## src/rtl/spi_slave.sv

```systemverilog
// rtl/spi_slave.sv - SPI mode 0 slave, MSB first, with tx holding register and sclk-domain byte interface
module spi_slave #(
  parameter logic [7:0] DEFAULT_TX = 8'hFF
) (
  input  logic       sclk,
  input  logic       rst_n,
  input  logic       spi_clk,
  input  logic       spi_cs,
  input  logic       spi_di,
  output logic       spi_do,
  output logic       spi_do_en,
  input  logic [7:0] tx_data,
  input  logic       tx_valid,
  output logic       tx_ready,
  output logic [7:0] rx_data,
  output logic       rx_valid,
  output logic       tx_underrun,
  output logic       rx_abort
);

  typedef enum logic [1:0] {
    IDLE         = 2'd0,
    ACTIVE       = 2'd1,
    WAIT_CS_HIGH = 2'd2
  } state_t;

  state_t     state;
  state_t     state_nxt;

  // Synchronizer chains: [0] first flop, [1] synchronized value, [2] edge-detect history.
  logic [2:0] clk_s;
  logic [2:0] cs_s;
  logic [1:0] di_s;
  // Marks the cs chain as holding real pin values rather than reset values.
  logic [1:0] sync_fill;

  logic       sck_rise;
  logic       sck_fall;
  logic       cs_rise;
  logic       cs_fall;

  logic [2:0] bit_cnt;
  logic [7:0] rx_shift;
  logic [7:0] tx_shift;
  logic [7:0] hold_data;
  logic       hold_full;

  logic       frame_start;
  logic       frame_end;
  logic       bit_rise;
  logic       bit_fall;
  logic       byte_done;
  logic       reload;

  logic       tx_fire;
  logic [7:0] load_byte;
  logic       underrun_now;

  assign sck_rise = clk_s[1] & ~clk_s[2];
  assign sck_fall = ~clk_s[1] & clk_s[2];
  assign cs_rise  = cs_s[1] & ~cs_s[2];
  assign cs_fall  = ~cs_s[1] & cs_s[2];

  assign tx_ready = ~hold_full;
  assign tx_fire  = tx_valid & tx_ready;

  // A queued byte wins; otherwise a same-cycle handshake is bypassed straight in; otherwise fill.
  assign load_byte    = hold_full ? hold_data : (tx_fire ? tx_data : DEFAULT_TX);
  assign underrun_now = reload & ~hold_full & ~tx_fire;

  // Bring the asynchronous SPI pins into the sclk domain.
  always_ff @(posedge sclk or negedge rst_n) begin
    if (!rst_n) begin
      clk_s     <= 3'b000;
      cs_s      <= 3'b111;
      di_s      <= 2'b00;
      sync_fill <= 2'b00;
    end else begin
      clk_s     <= {clk_s[1:0], spi_clk};
      cs_s      <= {cs_s[1:0], spi_cs};
      di_s      <= {di_s[0], spi_di};
      sync_fill <= {sync_fill[0], 1'b1};
    end
  end

  // State register; reset parks in WAIT_CS_HIGH so a frame already in flight is never joined.
  always_ff @(posedge sclk or negedge rst_n) begin
    if (!rst_n) begin
      state <= WAIT_CS_HIGH;
    end else begin
      state <= state_nxt;
    end
  end

  // Next-state logic.
  always_comb begin
    state_nxt = state;
    case (state)
      IDLE: begin
        if (cs_fall) state_nxt = ACTIVE;
      end
      ACTIVE: begin
        if (cs_rise) state_nxt = IDLE;
      end
      WAIT_CS_HIGH: begin
        if (sync_fill[1] && cs_s[1]) state_nxt = IDLE;
      end
      default: state_nxt = WAIT_CS_HIGH;
    endcase
  end

  // Per-cycle control strobes; a cs rise overrides any SCK edge seen in the same cycle.
  always_comb begin
    frame_start = 1'b0;
    frame_end   = 1'b0;
    bit_rise    = 1'b0;
    bit_fall    = 1'b0;
    case (state)
      IDLE: begin
        frame_start = cs_fall;
      end
      ACTIVE: begin
        frame_end = cs_rise;
        bit_rise  = ~cs_rise & sck_rise;
        bit_fall  = ~cs_rise & sck_fall;
      end
      default: begin
        frame_start = 1'b0;
      end
    endcase
    byte_done = bit_rise & (bit_cnt == 3'd7);
    reload    = frame_start | byte_done;
  end

  // Holding register: filled by the handshake, emptied whenever its byte moves into the shifter.
  always_ff @(posedge sclk or negedge rst_n) begin
    if (!rst_n) begin
      hold_full <= 1'b0;
      hold_data <= 8'h00;
    end else if (reload && hold_full) begin
      hold_full <= 1'b0;
    end else if (tx_fire && !reload) begin
      hold_full <= 1'b1;
      hold_data <= tx_data;
    end
  end

  // Transmit shifter and MISO: first bit driven at frame start, later bits on each SCK fall.
  always_ff @(posedge sclk or negedge rst_n) begin
    if (!rst_n) begin
      tx_shift    <= 8'h00;
      spi_do      <= 1'b0;
      spi_do_en   <= 1'b0;
      tx_underrun <= 1'b0;
    end else begin
      tx_underrun <= underrun_now;
      if (frame_end) begin
        spi_do    <= 1'b0;
        spi_do_en <= 1'b0;
      end else if (reload) begin
        tx_shift <= load_byte;
        if (frame_start) begin
          spi_do    <= load_byte[7];
          spi_do_en <= 1'b1;
        end
      end else if (bit_fall) begin
        spi_do <= tx_shift[3'd7 - bit_cnt];
      end
    end
  end

  // Receive shifter, bit counter and the rx_valid / rx_abort pulses.
  always_ff @(posedge sclk or negedge rst_n) begin
    if (!rst_n) begin
      bit_cnt  <= 3'd0;
      rx_shift <= 8'h00;
      rx_data  <= 8'h00;
      rx_valid <= 1'b0;
      rx_abort <= 1'b0;
    end else begin
      rx_valid <= 1'b0;
      rx_abort <= 1'b0;
      if (frame_end) begin
        rx_abort <= (bit_cnt != 3'd0);
        bit_cnt  <= 3'd0;
        rx_shift <= 8'h00;
      end else if (frame_start) begin
        bit_cnt  <= 3'd0;
        rx_shift <= 8'h00;
      end else if (bit_rise) begin
        rx_shift <= {rx_shift[6:0], di_s[1]};
        bit_cnt  <= bit_cnt + 3'd1;
        if (bit_cnt == 3'd7) begin
          rx_data  <= {rx_shift[6:0], di_s[1]};
          rx_valid <= 1'b1;
        end
      end
    end
  end

endmodule

```

## config.mk

```make
export PLATFORM = sky130hd
export DESIGN_NAME = spi_slave
export DESIGN_NICKNAME = d
export VERILOG_FILES = /design/src/rtl/spi_slave.sv
export SDC_FILE = /design/constraint.sdc
export NUM_CORES = 1
export LEC_CHECK = 0
export CAP_MARGIN = 10
export CORE_AREA = 4 4 70 72
export CTS_BUF_LIST = sky130_fd_sc_hd__clkbuf_8
export CTS_CLUSTER_DIAMETER = 50
export DETAILED_ROUTE_END_ITERATION = 7
export DIE_AREA = 0 0 74 76
export HOLD_SLACK_MARGIN = 0.12
export PLACE_DENSITY = 0.76
export SLEW_MARGIN = 5
export SYNTH_ARGS = -nofsm -noshare
export SYNTH_HDL_FRONTEND = slang
export SYNTH_SLANG_ARGS = --single-unit
```

## constraint.sdc

```tcl
create_clock -name sclk -period 1.8 [get_ports sclk]
set_input_delay 0.27 -clock sclk [delete_from_list [all_inputs] [get_ports sclk]]
set_output_delay 0.27 -clock sclk [all_outputs]
set_load 0.01 [all_outputs]
```

==> metrics.yaml <==
num_rows: 24
slew_violations: 0
max_freq_mhz: 562
ir_drop_mv: 0.454
crit_chain: "ha_2 > ha_2 > nor3b_4 > or3_4 > mux2_4"
ant_nets: 0
rsz0062_at_grt: "yes"
crit_slowest_cell: "or3_4"
h-tree-depth: 2
post-route-min-period_ns: 1.78
wl_mm: 3.94
worstSetupPathType: "flop to flop"
holdPathEnd: "di_s[1]"
r2r.worst_path.cells: 5
avgSynthCellArea_sq_um: 14.3
final_util_pct: 62.7
final_area_sq_um: 2690
r2r_end: "hold_data[0]"
gp_congestion: 0.782
layout_common_cells: "dfrtp_1, clkdlybuf4s50_1, buf_4"
rrSetupSlack_ns: 0.02
netlist_area_sq_um: 2130
start_util_pct: 49.5
drive_above_1_share_pct: 31.7
cp_slowest_stage_delay_ns: 0.43
syn_to_final_growth_pct: 26.7
io_pins: 28
ys_seq_elements: 52
layout_commonest_cell: "dfrtp_1"
power.density_nw_per_um2: 971
hold_path.class: "flop to flop"
grt_max_degree: 29
hold_ws_ns: 0.354
path_clk_slew_ns: 0.08
finalClockSkew_ns: 0.00536
synth_fp_nets: 166
die_area_sq_um: 5620
cts_buffer_depth: 2
drc_errors: 0
whs_path_depth: 0
holdCritStartpoint: "di_s[0]"
ys_types: 38
grt-ovfl-total: 0
core-area_sq_um: 4290
r2r-start: "bit_cnt[1]"
track_usage_pct: 15.5
cts-root-buf: "clkbuf_8"
drt-initial-drc-count: 32
fin_crit_sh_pct: 98.8
cts_tree: "done"
cts_inserted_buffers: 5
vias_per_cell: 5.34
cp.arrival_ns: 1.97
diodes: 0
critPathMaxFanout: 8
outcome: "finished clean"
insertion_delay_ns: 0.30
post-dp-hpwl_mm: 2.88
start_kind: "flop"
placed_area_sq_um: 2550
place.port_buffers: 27
synth_warnings: 0
crit_path_frequent_cell: "ha_2"
antenna_found_initial: 0
num-fill-cells: 333
grt_pass1_vias: 1430
via_count: 1340
worst_slew_pin_slew_ns: 0.601
netlist_instances: 149
avgRoutedWirePerCell_microns: 15.7
finalHoldViolations: 0
p_leak_nw: 1.26
crit_start: "bit_cnt[1]"
first_pass_iters: 4
ys_seq_area_share_pct: 61.4
cts.sinks: 52
power_mw: 2.62
required_ns: 1.99
grt_pass1_wl_mm: 6.70
drv_cap: 0
endpoint_kind: "flop"
max_slew_margin_pct: 60.0
dieWidth_microns: 74
die_h_microns: 76
setup_violations: 0
nNetsFinal: 215
## worst max path at each step
| stage | end | slack [ns] | depth (start not counted) |
|---|---|---|---|
| floorplan | hold_data[0] | 0.0001 | 6 |
| global placement | hold_data[4] | 0.01 | 5 |
| CTS | hold_data[0] | -0.0004 | 6 |
| global route | hold_data[0] | -0.03 | 5 |
| finish | hold_data[0] | 0.02 | 5 |
| detailed placement | hold_data[3] | -0.03 | 6 |
## synthesized netlist by cell type, drive strengths merged
library cell | instances | share of area, %
conb | 1 | 0.18
a2bb2oi | 4 | 1.6
mux2i | 6 | 2.8
nand4bb | 1 | 0.77
ha | 3 | 1.8
or2 | 1 | 0.29
and3 | 1 | 0.29
mux2 | 21 | 13
nor2 | 11 | 2.1
nor2b | 1 | 0.29
inv | 6 | 1.1
mux4 | 2 | 2.1
dfrtp | 48 | 57
nor3 | 2 | 0.47
nor4b | 1 | 0.41
o221ai | 1 | 0.41
or3 | 1 | 0.29
o21a | 1 | 0.35
and2b | 1 | 0.35
clkinv | 1 | 0.18
o22ai | 3 | 0.88
a221oi | 1 | 0.41
o21bai | 2 | 0.88
nand2b | 3 | 0.88
a22o | 7 | 2.9
dfstp | 4 | 4.9
buf | 4 | 1.4
o21ai | 3 | 0.71
nand2 | 3 | 0.53
and2 | 1 | 0.29
a21oi | 2 | 0.47
nor3b | 2 | 0.94
## registers in the layout, indices dropped and copies added, names as in the netlist
register / flops
tx_underrun: 1
rx_abort: 1
di_s: 2
hold_data: 8
rx_data: 8
bit_cnt: 3
cs_s: 3
rx_shift: 7
spi_do_en: 1
state: 2
rx_valid: 1
tx_shift: 8
sync_fill: 2
clk_s: 3
hold_full: 1
spi_do: 1
## worst max-delay path, delay by kind of cell, from the launching register on
family / cells / cell delay (ns)
adders and majority gates: 2 / 0.36
and+or+nand+nor: 2 / 0.58
muxes: 1 / 0.33
DFF: 1 / 0.39
## kinds of logic after synthesis
kind of cell / count (synthesis) / share of synthesized area [%]
flip-flops: 52 / 61.4
AO/OA/AOI/OAI: 24 / 8.65
multiplexers: 29 / 17.5
AND/OR/NAND/NOR: 29 / 7.89
buffers and inverters: 11 / 2.59
other: 1 / 0.176
adder cells (fa/ha/maj): 3 / 1.77
## report_power, final
part	switching, mW	internal [mW]
clock network	0.349	0.262
registers	0.110	1.35
logic	0.205	0.337
## final cells by class
| cell class | count | area, sq um | share of cell area (%) |
|---|---|---|---|
| Clock buffer | 5 | 68.8 | 2.55 |
| Tap cell | 52 | 65.1 | 2.42 |
| Multi-Input combinational cell | 86 | 788 | 29.3 |
| Sequential cell | 52 | 1310 | 48.5 |
| Clock inverter | 3 | 12.5 | 0.464 |
| Timing Repair Buffer | 46 | 425 | 15.8 |
| Inverter | 7 | 26.3 | 0.975 |
## what timing repair did
action                                  in CTS  in global routing
pin swaps                                    0                  2
endpoints found under the hold margin       22                  0
resized for setup                            3                  4
setup buffers                                1                  5
endpoints found under the setup margin       9                 22
hold buffers                                 1                  0
## stage by stage
step / TNS (ns) / worst slack (ns) / cells
4_1_cts: -0.000354 / -0.000354 / 247
3_5_place_dp: -0.218 / -0.0339 / 237
6_report: 0 / 0.0222 / 251
5_1_grt: -0.150 / -0.0319 / 251
3_3_place_gp: 0 / 0.0105 / 237
2_1_floorplan: 0 / 0.0000955 / 149
## metal layers
layer / track usage, % / share of wire (%) / routed length (microns)
met5: 0 / 0 / 0
met4: 6.88 / 2.0 / 80
met3: 3.83 / 3.3 / 130
met2: 25.4 / 53 / 2100
met1: 19.1 / 41 / 1630
Note: power is estimated with default switching activity, not from simulation.
